`src/rtl/id_ex_stage_pkg.sv`:
```
// Shared pipeline definitions for the ID/EX boundary.
package id_ex_stage_pkg;

    localparam int unsigned REG_IDX_W = 5;
    localparam int unsigned ALUOP_W   = 4;
    localparam int unsigned XLEN      = 32;

    typedef enum logic [ALUOP_W-1:0] {
        AluAdd  = 4'd0,
        AluSub  = 4'd1,
        AluAnd  = 4'd2,
        AluOr   = 4'd3,
        AluXor  = 4'd4,
        AluNor  = 4'd5,
        AluSlt  = 4'd6,
        AluSltu = 4'd7,
        AluSll  = 4'd8,
        AluSrl  = 4'd9,
        AluSra  = 4'd10,
        AluLui  = 4'd11
    } alu_op_e;

    // Everything the EX stage and forwarding unit see from the ID/EX register.
    typedef struct packed {
        logic                 valid;
        logic [REG_IDX_W-1:0] rs;
        logic [REG_IDX_W-1:0] rt;
        logic [REG_IDX_W-1:0] rd;
        logic                 we;
        logic                 mem_read;
        logic                 mem_write;
        logic                 alusrc_imm;
        alu_op_e              aluop;
        logic [XLEN-1:0]      imm;
        logic [XLEN-1:0]      rs_data;
        logic [XLEN-1:0]      rt_data;
        logic [XLEN-1:0]      pc;
    } ex_regs_t;

endpackage

```
`src/rtl/load_use_detect.sv`:
```
// Load-use hazard detector: a load in EX whose destination is read by the ID instruction.
module load_use_detect
    import id_ex_stage_pkg::*;
(
    input  logic                 ex_valid,
    input  logic                 ex_mem_read,
    input  logic [REG_IDX_W-1:0] ex_rd,
    input  logic                 id_valid,
    input  logic [REG_IDX_W-1:0] id_rs,
    input  logic [REG_IDX_W-1:0] id_rt,
    input  logic                 id_uses_rs,
    input  logic                 id_uses_rt,
    output logic                 hazard
);

    logic rs_match;
    logic rt_match;

    // Register 0 is hardwired, so a load targeting it never needs a stall.
    always_comb begin
        rs_match = id_uses_rs && (id_rs == ex_rd);
        rt_match = id_uses_rt && (id_rt == ex_rd);
        hazard   = ex_valid && ex_mem_read && (ex_rd != '0) && id_valid
                   && (rs_match || rt_match);
    end

endmodule

```
`src/rtl/id_ex_stage.sv`:
```
// ID/EX pipeline register with load-use bubble insertion, flush, freeze and bubble counter.
module id_ex_stage
    import id_ex_stage_pkg::*;
#(
    parameter int unsigned CNT_W = 16
) (
    input  logic                 clk,
    input  logic                 rst,
    input  logic                 id_valid,
    input  logic [REG_IDX_W-1:0] id_rs,
    input  logic [REG_IDX_W-1:0] id_rt,
    input  logic                 id_uses_rs,
    input  logic                 id_uses_rt,
    input  logic [REG_IDX_W-1:0] id_rd,
    input  logic                 id_we,
    input  logic                 id_mem_read,
    input  logic                 id_mem_write,
    input  logic                 id_alusrc_imm,
    input  logic [ALUOP_W-1:0]   id_aluop,
    input  logic [XLEN-1:0]      id_imm,
    input  logic [XLEN-1:0]      id_rs_data,
    input  logic [XLEN-1:0]      id_rt_data,
    input  logic [XLEN-1:0]      id_pc,
    input  logic                 flush,
    input  logic                 mem_busy,
    output logic                 ex_valid,
    output logic [REG_IDX_W-1:0] ex_rs,
    output logic [REG_IDX_W-1:0] ex_rt,
    output logic [REG_IDX_W-1:0] ex_rd,
    output logic                 ex_we,
    output logic                 ex_mem_read,
    output logic                 ex_mem_write,
    output logic                 ex_alusrc_imm,
    output logic [ALUOP_W-1:0]   ex_aluop,
    output logic [XLEN-1:0]      ex_imm,
    output logic [XLEN-1:0]      ex_rs_data,
    output logic [XLEN-1:0]      ex_rt_data,
    output logic [XLEN-1:0]      ex_pc,
    output logic                 pc_we,
    output logic                 if_id_we,
    output logic [CNT_W-1:0]     bubble_cnt
);

    ex_regs_t         ex_d, ex_q;
    logic [CNT_W-1:0] bubble_cnt_d, bubble_cnt_q;
    logic             hazard;

    load_use_detect u_load_use_detect (
        .ex_valid    (ex_q.valid),
        .ex_mem_read (ex_q.mem_read),
        .ex_rd       (ex_q.rd),
        .id_valid    (id_valid),
        .id_rs       (id_rs),
        .id_rt       (id_rt),
        .id_uses_rs  (id_uses_rs),
        .id_uses_rt  (id_uses_rt),
        .hazard      (hazard)
    );

    // Next-state and front-end write enables; priority rst > mem_busy > flush > hazard > load.
    always_comb begin
        ex_d         = ex_q;
        bubble_cnt_d = bubble_cnt_q;
        pc_we        = 1'b1;
        if_id_we     = 1'b1;
        if (rst) begin
            // Register clears in the sequential block; front end keeps advancing.
        end else if (mem_busy) begin
            pc_we    = 1'b0;
            if_id_we = 1'b0;
        end else if (flush) begin
            ex_d = '0;
        end else if (hazard) begin
            ex_d     = '0;
            pc_we    = 1'b0;
            if_id_we = 1'b0;
            if (bubble_cnt_q != {CNT_W{1'b1}}) begin
                bubble_cnt_d = bubble_cnt_q + CNT_W'(1);
            end
        end else begin
            ex_d.valid      = id_valid;
            ex_d.rs         = id_rs;
            ex_d.rt         = id_rt;
            ex_d.rd         = id_rd;
            // A non-instruction must never write state, whatever the decoder produced.
            ex_d.we         = id_valid && id_we;
            ex_d.mem_read   = id_valid && id_mem_read;
            ex_d.mem_write  = id_valid && id_mem_write;
            ex_d.alusrc_imm = id_alusrc_imm;
            ex_d.aluop      = alu_op_e'(id_aluop);
            ex_d.imm        = id_imm;
            ex_d.rs_data    = id_rs_data;
            ex_d.rt_data    = id_rt_data;
            ex_d.pc         = id_pc;
        end
    end

    // ID/EX register and bubble counter with synchronous reset.
    always_ff @(posedge clk) begin
        if (rst) begin
            ex_q         <= '0;
            bubble_cnt_q <= '0;
        end else begin
            ex_q         <= ex_d;
            bubble_cnt_q <= bubble_cnt_d;
        end
    end

    // Drive the flat output ports from the register.
    always_comb begin
        ex_valid      = ex_q.valid;
        ex_rs         = ex_q.rs;
        ex_rt         = ex_q.rt;
        ex_rd         = ex_q.rd;
        ex_we         = ex_q.we;
        ex_mem_read   = ex_q.mem_read;
        ex_mem_write  = ex_q.mem_write;
        ex_alusrc_imm = ex_q.alusrc_imm;
        ex_aluop      = ex_q.aluop;
        ex_imm        = ex_q.imm;
        ex_rs_data    = ex_q.rs_data;
        ex_rt_data    = ex_q.rt_data;
        ex_pc         = ex_q.pc;
        bubble_cnt    = bubble_cnt_q;
    end

endmodule

```
`config.mk`:
```
export PLATFORM = sky130hd
export DESIGN_NAME = id_ex_stage
export DESIGN_NICKNAME = d
export VERILOG_FILES = /design/src/rtl/id_ex_stage_pkg.sv /design/src/rtl/load_use_detect.sv /design/src/rtl/id_ex_stage.sv
export SDC_FILE = /design/constraint.sdc
export NUM_CORES = 1
export LEC_CHECK = 0
export BUFFER_PORTS_ARGS = -buffer_cell sky130_fd_sc_hd__buf_2
export CAP_MARGIN = 20
export CORE_MARGIN = 1.5
export CORE_UTILIZATION = 30
export CTS_BUF_LIST = sky130_fd_sc_hd__clkbuf_8
export CTS_CLUSTER_DIAMETER = 30
export CTS_CLUSTER_SIZE = 30
export DETAILED_ROUTE_END_ITERATION = 10
export GPL_TIMING_DRIVEN = 0
export HOLD_SLACK_MARGIN = 0.02
export REMOVE_ABC_BUFFERS = 1
export SLEW_MARGIN = 20
export SYNTH_ARGS = -nofsm -noshare
export SYNTH_HDL_FRONTEND = slang
export SYNTH_SLANG_ARGS = --single-unit
```
`constraint.sdc`:
```
create_clock -name clk -period 1.74 [get_ports clk]
set_input_delay 0.087 -clock clk [delete_from_list [all_inputs] [get_ports clk]]
set_output_delay 0.087 -clock clk [all_outputs]
set_load 0.01 [all_outputs]
```
==> results of run 1 <==
cells in the mapped netlist, types with 5 or more instances:
cell and count:
dfxtp_1 168, a22o_1 149, clkbuf_1 21, a21oi_1 13, or4_1 13, o31ai_1 11
buf_2 10, buf_6 9, nand4_1 8, xor2_1 8, nand3_1 6, nor2_1 6
nand2_1 5
cell families after synthesis:
group / synth area share, %
fa+ha+maj: 0.2216
xor+xnor: 1.552
simple gates: 6.584
flops: 59.59
buf+inv: 4.345
compound gates: 27.13
mux: 0.5763
worst max-delay path: stages, from the launching register on:
cell and delay [ps]:
dfxtp_4 370, xor2_1 150, nor4_2 350, a32oi_2 210
buf_4 180, o31a_4 380, buf_12 170, clkbuf_16 160
a22o_1 230
power groups by stage:
stage,Combinational [uW],Clock [uW],Sequential [uW]
2_1_floorplan,232,0,4210
3_3_place_gp,708,0,4140
3_5_place_dp,746,0,4140
4_1_cts,1070,2990,4050
5_1_grt,1220,3140,4070
6_report,1150,2900,4050
final timing paths:
path	start	end	slack, ps	cells after the start
worst min register to register	ex_we$_SDFFE_PP0N_	ex_we$_SDFFE_PP0N_	470	1
worst min-delay path	rst	bubble_cnt[4]$_SDFFE_PP0P_	100	2
worst max-delay path	ex_rd[3]$_SDFFE_PP0N_	ex_rs_data[14]$_SDFFE_PP0N_	-560	8
worst max register to register	ex_rd[3]$_SDFFE_PP0N_	ex_rs_data[14]$_SDFFE_PP0N_	-560	8
sequential cells by signal, indices dropped and copies added, names as in the netlist:
| name | count |
|---|---|
| ex_we | 1 |
| ex_rd | 5 |
| ex_imm | 32 |
| ex_rs | 5 |
| bubble_cnt | 16 |
| ex_pc | 32 |
| ex_mem_read | 1 |
| ex_alusrc_imm | 1 |
| ex_aluop | 4 |
| ex_rt_data | 32 |
| ex_rs_data | 32 |
| ex_mem_write | 1 |
| ex_rt | 5 |
| ex_valid | 1 |
final cells by class:
type	instances	area share [%]
Clock buffer	18	2.418
Tap cell	229	2.797
Timing Repair Buffer	520	37.20
Clock inverter	14	1.588
Multi-Input combinational cell	257	23.01
Sequential cell	168	32.99
stage by stage:
step           instances  hold WS, ps
5_1_grt             1206        84.56
2_1_floorplan        423        156.1
4_1_cts             1189        24.72
3_3_place_gp         979        301.4
3_5_place_dp         989        306.3
6_report            1206        96.80
routing by layer:
layer	up-vias	part of all wire, %	global-route usage (%)
met5	-	0	0
met4	0	2.0	7.091
met3	34	7.3	6.735
met2	264	50	34.39
met1	2855	41	24.26
li1	2824	-	-
timing repair:
item / in CTS / in global routing
hold buffers: 153 / 0
setup endpoints to repair: 170 / 170
endpoints found under the hold margin: 153 / 0
gates cloned: 2 / 9
pin swaps: 35 / 64
gates resized for setup: 33 / 44
buffers inserted: 14 / 8
==> summary.txt, run 1 <==
Run status
  • Status: finished, violations left
  • Failing checks: setup timing

Clock tree
  • Clock Path Buffers: 2
  • Sink Count: 168
  • Worst-Skew Late Latency: 450 ps
  • TritonCTS clock tree: done
  • Clock transition at path regs: 100 ps
  • CTS Buf Count: 17
  • CTS Root Cell: clkbuf_8
  • Number of H-tree levels: 4

GRT
  • Largest net degree at the start of global routing: 38
  • Total Routing Usage GR: 20.37%
  • GRT overflow: 0
  • Antenna violations before repair: 0
  • Global-route wire length before repair: 31520 um
  • Vias in the first global route: 5934

Yosys
  • Area share of the largest cell type after synthesis: 59.59%
  • Post-synth top area cell: dfxtp_1
  • Post-Syn Instances: 465
  • Most used DFF post-synth: dfxtp_1
  • Yosys cell types: 37
  • Synth top area cells: dfxtp_1 60%, a22o_1 23%, buf_6 1.8%
  • Synthesized area per cell: 12.14 um^2
  • Sequential cell area fraction in the yosys report: 59.59%
  • EDFF count, synth: 0
  • Synth warn: 0
  • FF+latch count, synth: 168
  • Async SR Flop Fraction: 0%
  • Mapped cell area: 5644 um^2

Floorplanning
  • DIE AREA: 19650 um^2
  • Initial Util: 31.00%
  • Die Width: 140.2 um
  • I/O pin count: 328
  • Die H: 140.2 um
  • Core area: 18210 um^2
  • # rows: 49

Drt
  • Post-DRT Antenna Nets: 0
  • First-pass detailed-route iteration total: 4
  • WL/cell: 17.81 um
  • Vias/cell: 4.956
  • Iter 0 DRT Violations: 256
  • Via count: 5977
  • Post-Route WL: 21480 um
  • DRC: 0

Power
  • Int Power: 5999 uW
  • Maximum vdd drop: 0.4626 mV
  • Pwr/cell area: 790.5 nW/um^2
  • Net Sw Power: 2099 uW
  • Clock Power Share: 35.8%
  • Sw frac: 25.92%
  • Seq pwr share: 50.1%
  • Leak Pwr: 0.004812 uW
  • Combinational fraction of design power: 14.1%
  • Total power: 8098 uW

STA
  • Max Transition Viols Final: 0
  • Final min period: 2303 ps
  • PnR worst setup slack: -562.6 ps
  • Max Fclk: 0.4343 GHz
  • Max_slew headroom: 63.84%
  • RSZ-0062 raised after global routing: true
  • Hold Fails Final Rpt: 0
  • TNS Setup: -81620 ps
  • Crit share post-route: 132.3%
  • Final setup viols: 170
  • Skew final: 18.32 ps
  • Worst Tran Pin Value: 542.3 ps

Placement
  • Placed inst area: 7560 um^2
  • Gpl congestion: 0.7697
  • Setup slack at placement: -1228 ps
  • Post-DP HPWL: 12560 um
  • PortBufs: 327

Final layout
  • NumNets Final: 1123
  • Most frequent cells in the layout: 327 x buf_2, 163 x dfxtp_1, 153 x dlygate4sd3_1
  • Fill cells: 1521
  • Post-Layout Inst Area: 10240 um^2
  • Multi-input gate area: 2357 um^2
  • Register Area: 3379 um^2
  • Antenna Cells: 0
  • P&R area growth vs syn: 81.51%
  • Commonest non-fill, non-tap cell in the layout: buf_2
  • Util after Layout: 56.26%
  • Share of layout cells above drive strength 1: 45.96%

Critical path
  • Crit path kind: flop to flop
  • Crit path max fanout: 9
  • Worst setup EP type: flop
  • Worst EP required: 2080 ps
  • CP Data Arrival Time: 2650 ps
  • Setup crit start kind: flop

Flow run
  • Max-cap violation count: 0

Worst hold path
  • Worst Hold Class: input pin to flop
No activity file was read; power rests on OpenSTA's default activity.
==> run 2: changes to the inputs <==
MAX_ROUTING_LAYER = met4   (was not set)
==> run 2 against run 1 <==
Flip-flop and latch count did not move. Cell count about the same. First-iteration DRC count decreased by 0.78%. Sequential share of layout area up 0.15 points. Via count hardly changed. The flow still finishes with violations (setup timing). Die area did not move. Clock skew decreased by 0.94 ps. Sequential power barely moved. Clock power about the same. Critical path depth unchanged. Maximum frequency barely moved. Design area shrank 0.46%.
==> summary.txt, run 2 (synthesis results as in run 1) <==
Power
  • Net Sw Power: 2122 uW
  • Maximum vdd drop: 0.4586 mV
  • Leak Pwr: 0.004793 uW
  • Total power: 8112 uW
  • Combinational fraction of design power: 14.0%
  • Pwr/cell area: 795.5 nW/um^2
  • Clock Power Share: 36.0%
  • Int Power: 5990 uW
  • Seq pwr share: 50.0%
  • Sw frac: 26.16%

Floorplanning
  • Initial Util: 31.00%
  • DIE AREA: 19650 um^2
  • Die H: 140.2 um
  • Core area: 18210 um^2
  • I/O pin count: 328
  • Die Width: 140.2 um
  • # rows: 49

Clock tree
  • Number of H-tree levels: 4
  • Worst-Skew Late Latency: 470 ps
  • CTS Root Cell: clkbuf_8
  • Clock transition at path regs: 100 ps
  • TritonCTS clock tree: done
  • Sink Count: 168
  • CTS Buf Count: 17
  • Clock Path Buffers: 2

Run status
  • Status: finished, violations left
  • Failing checks: setup timing

Critical path
  • Crit path kind: flop to flop
  • Slowest-stage cell, CP: o31a_4
  • CP bufs+invs: 3
  • Setup crit start kind: flop
  • Ordered cell list for the critical path: xor2_1 > nor4_2 > a32oi_2 > buf_4 > o31a_4 > buf_16 > clkbuf_16 > a22o_1
  • Worst setup EP type: flop
  • Crit path max fanout: 8
  • CP Data Arrival Time: 2660 ps
  • Worst EP required: 2090 ps
  • Critical Path Max Stage Delay: 380 ps
  • Critical path's top delay family: compound AO/OA/AOI/OAI gates

STA
  • Max Transition Viols Final: 0
  • RSZ-0062 raised after global routing: true
  • Final setup viols: 170
  • PnR worst setup slack: -562.8 ps
  • Worst Tran Pin Value: 524.1 ps
  • Hold Fails Final Rpt: 0
  • Skew final: 17.38 ps
  • Max Fclk: 0.4343 GHz
  • Hold WS: 76.72 ps
  • Final min period: 2303 ps
  • Max_slew headroom: 64.79%
  • Crit share post-route: 132.3%

GRT
  • Antenna violations before repair: 0
  • GRT overflow: 0
  • Global-route wire length before repair: 31450 um
  • Total Routing Usage GR: 20.96%
  • Largest net degree at the start of global routing: 38
  • Vias in the first global route: 5941

Drt
  • Post-DRT Antenna Nets: 0
  • Post-Route WL: 21440 um
  • DRC: 0
  • WL/cell: 17.79 um
  • Iter 0 DRT Violations: 254
  • Via count: 5976
  • First-pass detailed-route iteration total: 5
  • Vias/cell: 4.959

Placement
  • Placed inst area: 7560 um^2
  • Post-DP HPWL: 12560 um
  • Gpl congestion: 0.7800
  • Setup slack at placement: -1228 ps
  • PortBufs: 327

Final layout
  • Post-Layout Inst Area: 10200 um^2
  • Share of layout cells above drive strength 1: 45.90%
  • Util after Layout: 56.00%
  • Antenna Cells: 0
  • Most frequent cells in the layout: 327 x buf_2, 163 x dfxtp_1, 153 x dlygate4sd3_1
  • P&R area growth vs syn: 80.67%
  • NumNets Final: 1122
  • Commonest non-fill, non-tap cell in the layout: buf_2

Flow run
  • Max-cap violation count: 0

Worst hold path
  • Worst Hold Class: input pin to flop
## run 2: cell types whose count changed in the layout (fill, tap and decap cells not counted), sizes merged
cell    previous run  this run
clkbuf            24        22
buf              360       361
## run 2: worst register-to-register path, stage by stage, from the launching register on
cell and delay [ps]:
dfxtp_4 370, xor2_1 150, nor4_2 350, a32oi_2 210, buf_4 180, o31a_4 380, buf_16 170, clkbuf_16 170
a22o_1 220
## run 2: path summary, 6_finish.rpt
kind | startpoint | to | slack [ps] | cells past startpoint
worst min register to register | ex_we$_SDFFE_PP0N_ | ex_we$_SDFFE_PP0N_ | 470 | 1
worst max register to register | ex_rd[3]$_SDFFE_PP0N_ | ex_rt_data[23]$_SDFFE_PP0N_ | -560 | 8
worst max-delay path | ex_rd[3]$_SDFFE_PP0N_ | ex_rt_data[23]$_SDFFE_PP0N_ | -560 | 8
worst min-delay path | rst | bubble_cnt[4]$_SDFFE_PP0P_ | 80 | 2
## run 2: cell type report
type / count / area, um^2
clock buffer: 18 / 247.7
clock inverter: 14 / 162.7
fill: 1518 / 8011
multi-input combinational: 257 / 2357
sequential: 168 / 3379
tap: 229 / 286.5
timing repair buffer: 519 / 3764
## run 2: repair_timing
action,in CTS,in global routing
hold buffers,153,0
gates resized for setup,33,43
cloned,2,7
hold endpoints to repair,153,0
endpoints found under the setup margin,170,170
setup buffers,14,9
pin swaps,35,59
## run 2: routing by layer
metal | wire length, um | part of all wire (%) | GRT usage, % | up-vias
li1 | - | - | - | 2824
met1 | 9056 | 42 | 24.77 | 2867
met2 | 10590 | 49 | 34.29 | 247
met3 | 1297 | 6.0 | 5.538 | 38
met4 | 499 | 2.3 | 7.756 | 0
met5 | 0 | 0 | - | -
## run 2: per-stage QoR
step / TNS (ps) / cells
after floorplan: -598140 / 423
after global placement: -1132930 / 979
after detailed placement: -170570 / 989
after CTS: -74170 / 1189
after global routing: -93720 / 1205
final: -81490 / 1205
## run 2: power by group through the flow
stage / registers, uW / logic, uW / clock network, uW
CTS: 4050 / 1070 / 2990
floorplan: 4210 / 232 / 0
detailed placement: 4140 / 746 / 0
finish: 4050 / 1140 / 2920
global route: 4070 / 1210 / 3140
global placement: 4140 / 708 / 0
==> run 3: changes to the inputs <==
CTS_BUF_LIST = not set   (was sky130_fd_sc_hd__clkbuf_8)
==> run 3 against run 2 <==
The flow still finishes with violations (setup timing). Critical path depth is the same. Sequential share of layout area down 1.3 points. Global-route usage increased by 2.1 points. Clock power grew 33%. Critical endpoint is now ex_pc[21]$_SDFFE_PP0N_. Flip-flop and latch count stayed put. Combinational power grew 5%. Via count up 0.97%. Cell count is 0.58% higher. Hold slack gained 48 ps. Power grew 13%.
==> summary.txt, run 3 (synthesis results as in run 1) <==
Run status
  • Status: finished, violations left
  • Failing checks: setup timing

Drt
  • Vias/cell: 4.979
  • WL/cell: 18.44 um
  • Post-DRT Antenna Nets: 0
  • Via count: 6034
  • First-pass detailed-route iteration total: 4
  • DRC: 0
  • Post-Route WL: 22350 um
  • Iter 0 DRT Violations: 272

Power
  • Combinational fraction of design power: 13.1%
  • Int Power: 6884 uW
  • Maximum vdd drop: 0.6018 mV
  • Clock Power Share: 42.5%
  • Sw frac: 24.67%
  • Net Sw Power: 2254 uW
  • Leak Pwr: 0.004961 uW
  • Pwr/cell area: 862.1 nW/um^2
  • Seq pwr share: 44.4%

Clock tree
  • Clock transition at path regs: 70 ps
  • Number of H-tree levels: 4
  • Sink Count: 168
  • TritonCTS clock tree: done
  • CTS Buf Count: 17
  • Worst-Skew Late Latency: 420 ps
  • CTS Root Cell: clkbuf_16
  • Clock Path Buffers: 2

Final layout
  • Commonest non-fill, non-tap cell in the layout: buf_2
  • Antenna Cells: 0
  • Layout Cells excl Fill: 1212
  • Post-Layout Inst Area: 10600 um^2
  • Util after Layout: 58.21%
  • NumNets Final: 1129
  • Most frequent cells in the layout: 327 x buf_2, 164 x dfxtp_1, 152 x dlygate4sd3_1
  • P&R area growth vs syn: 87.81%
  • Share of layout cells above drive strength 1: 45.37%

STA
  • Max Fclk: 0.4362 GHz
  • Hold WS: 124.5 ps
  • Skew final: 15.23 ps
  • Crit share post-route: 131.8%
  • Max_slew headroom: 63.24%
  • TNS Setup: -68890 ps
  • Max Transition Viols Final: 0
  • Hold Fails Final Rpt: 0
  • Final min period: 2293 ps
  • RSZ-0062 raised after global routing: true
  • Worst Tran Pin Value: 547.2 ps
  • Final setup viols: 170
  • PnR worst setup slack: -552.8 ps

Critical path
  • Crit path max fanout: 6
  • Setup crit start kind: flop
  • Most used cell, CP: buf_12
  • Critical path origin: ex_rd[3]$_SDFFE_PP0N_
  • Worst setup EP type: flop
  • Slowest-stage cell, CP: o31a_4
  • Worst Reg-to-Reg Cells: 8
  • Critical Path Max Stage Delay: 440 ps
  • Critical R2R Capture: ex_pc[21]$_SDFFE_PP0N_
  • Crit path kind: flop to flop
  • Worst setup path end: ex_pc[21]$_SDFFE_PP0N_
  • Ordered cell list for the critical path: xor2_1 > nor4_2 > a32oi_2 > o31a_4 > buf_12 > buf_12 > buf_16 > a22o_1
  • Reg-to-reg startpoint: ex_rd[3]$_SDFFE_PP0N_
  • Worst EP required: 2050 ps
  • R2R Setup Slk: -550 ps
  • CP Data Arrival Time: 2600 ps

GRT
  • Antenna violations before repair: 0
  • GRT overflow: 0
  • Largest net degree at the start of global routing: 35
  • Global-route wire length before repair: 34010 um
  • Vias in the first global route: 6288
  • Total Routing Usage GR: 23.06%

Placement
  • Placed inst area: 7560 um^2
  • Gpl congestion: 0.7800
  • Post-DP HPWL: 12560 um
  • PortBufs: 327
  • Placed insts: 989

Floorplanning
  • DIE AREA: 19650 um^2
  • Die H: 140.2 um
  • I/O pin count: 328
  • # rows: 49
  • Core area: 18210 um^2
  • Die Width: 140.2 um
  • Initial Util: 31.00%

Worst hold path
  • Worst Hold Class: input pin to flop

Flow run
  • Max-cap violation count: 0
## run 3: timing repair
action                                  in CTS  in global routing
gates resized for setup                     66                 30
hold endpoints to repair                   152                  0
endpoints found under the setup margin     170                170
hold buffers                               152                  0
gates cloned                                19                  2
buffers inserted                            25                 11
pin swaps                                  121                 55
## run 3: worst min path at each step
stage | startpoint | end | slack (ps) | cells past startpoint
2_1_floorplan | rst | bubble_cnt[10]$_SDFFE_PP0P_ | 160 | 1
3_3_place_gp | id_pc[7] | ex_pc[7]$_SDFFE_PP0N_ | 300 | 2
3_5_place_dp | id_rt_data[7] | ex_rt_data[7]$_SDFFE_PP0N_ | 310 | 2
4_1_cts | mem_busy | bubble_cnt[1]$_SDFFE_PP0P_ | 60 | 3
5_1_grt | rst | bubble_cnt[9]$_SDFFE_PP0P_ | 120 | 2
6_report | rst | bubble_cnt[7]$_SDFFE_PP0P_ | 120 | 2
## run 3: through the flow
| stage | total power [uW] | setup WS (ps) |
|---|---|---|
| after detailed placement | 4884 | -1228 |
| after global placement | 4848 | -7362 |
| after floorplan | 4437 | -3874 |
| after global routing | 9478 | -597.6 |
| after CTS | 9234 | -558.7 |
| final | 9138 | -552.8 |
## run 3: final cells by class
class                   instances  area [um^2]
multi-input cells             257         2311
repair buffers                526         4023
well taps                     229        286.5
clock buffers                  19        442.9
clock inverters                13        158.9
flip-flops and latches        168         3378
fillers                      1459         7609
## run 3: routing by layer
metal / vias up / share of wire, % / track usage (%)
li1: 2843 / - / -
met4: 0 / 2.4 / 8.975
met5: - / 0 / -
met1: 2887 / 41 / 27.33
met2: 259 / 50 / 37.78
met3: 45 / 6.4 / 5.607
## run 3: power by group through the flow
stage | clock network [uW] | registers, uW | logic (uW)
floorplan | 0 | 4210 | 232
global placement | 0 | 4140 | 708
detailed placement | 0 | 4140 | 746
CTS | 3960 | 4050 | 1220
global route | 4130 | 4070 | 1280
finish | 3880 | 4060 | 1200
## run 3: critical path, delay by kind of cell, from the launching register on
kind / cells / cell delay [ps]
and+or+nand+nor: 1 / 350
buffers and inverters: 3 / 430
AOI/OAI and AO/OA: 3 / 910
DFF: 1 / 350
xor gates and xnor gates: 1 / 150
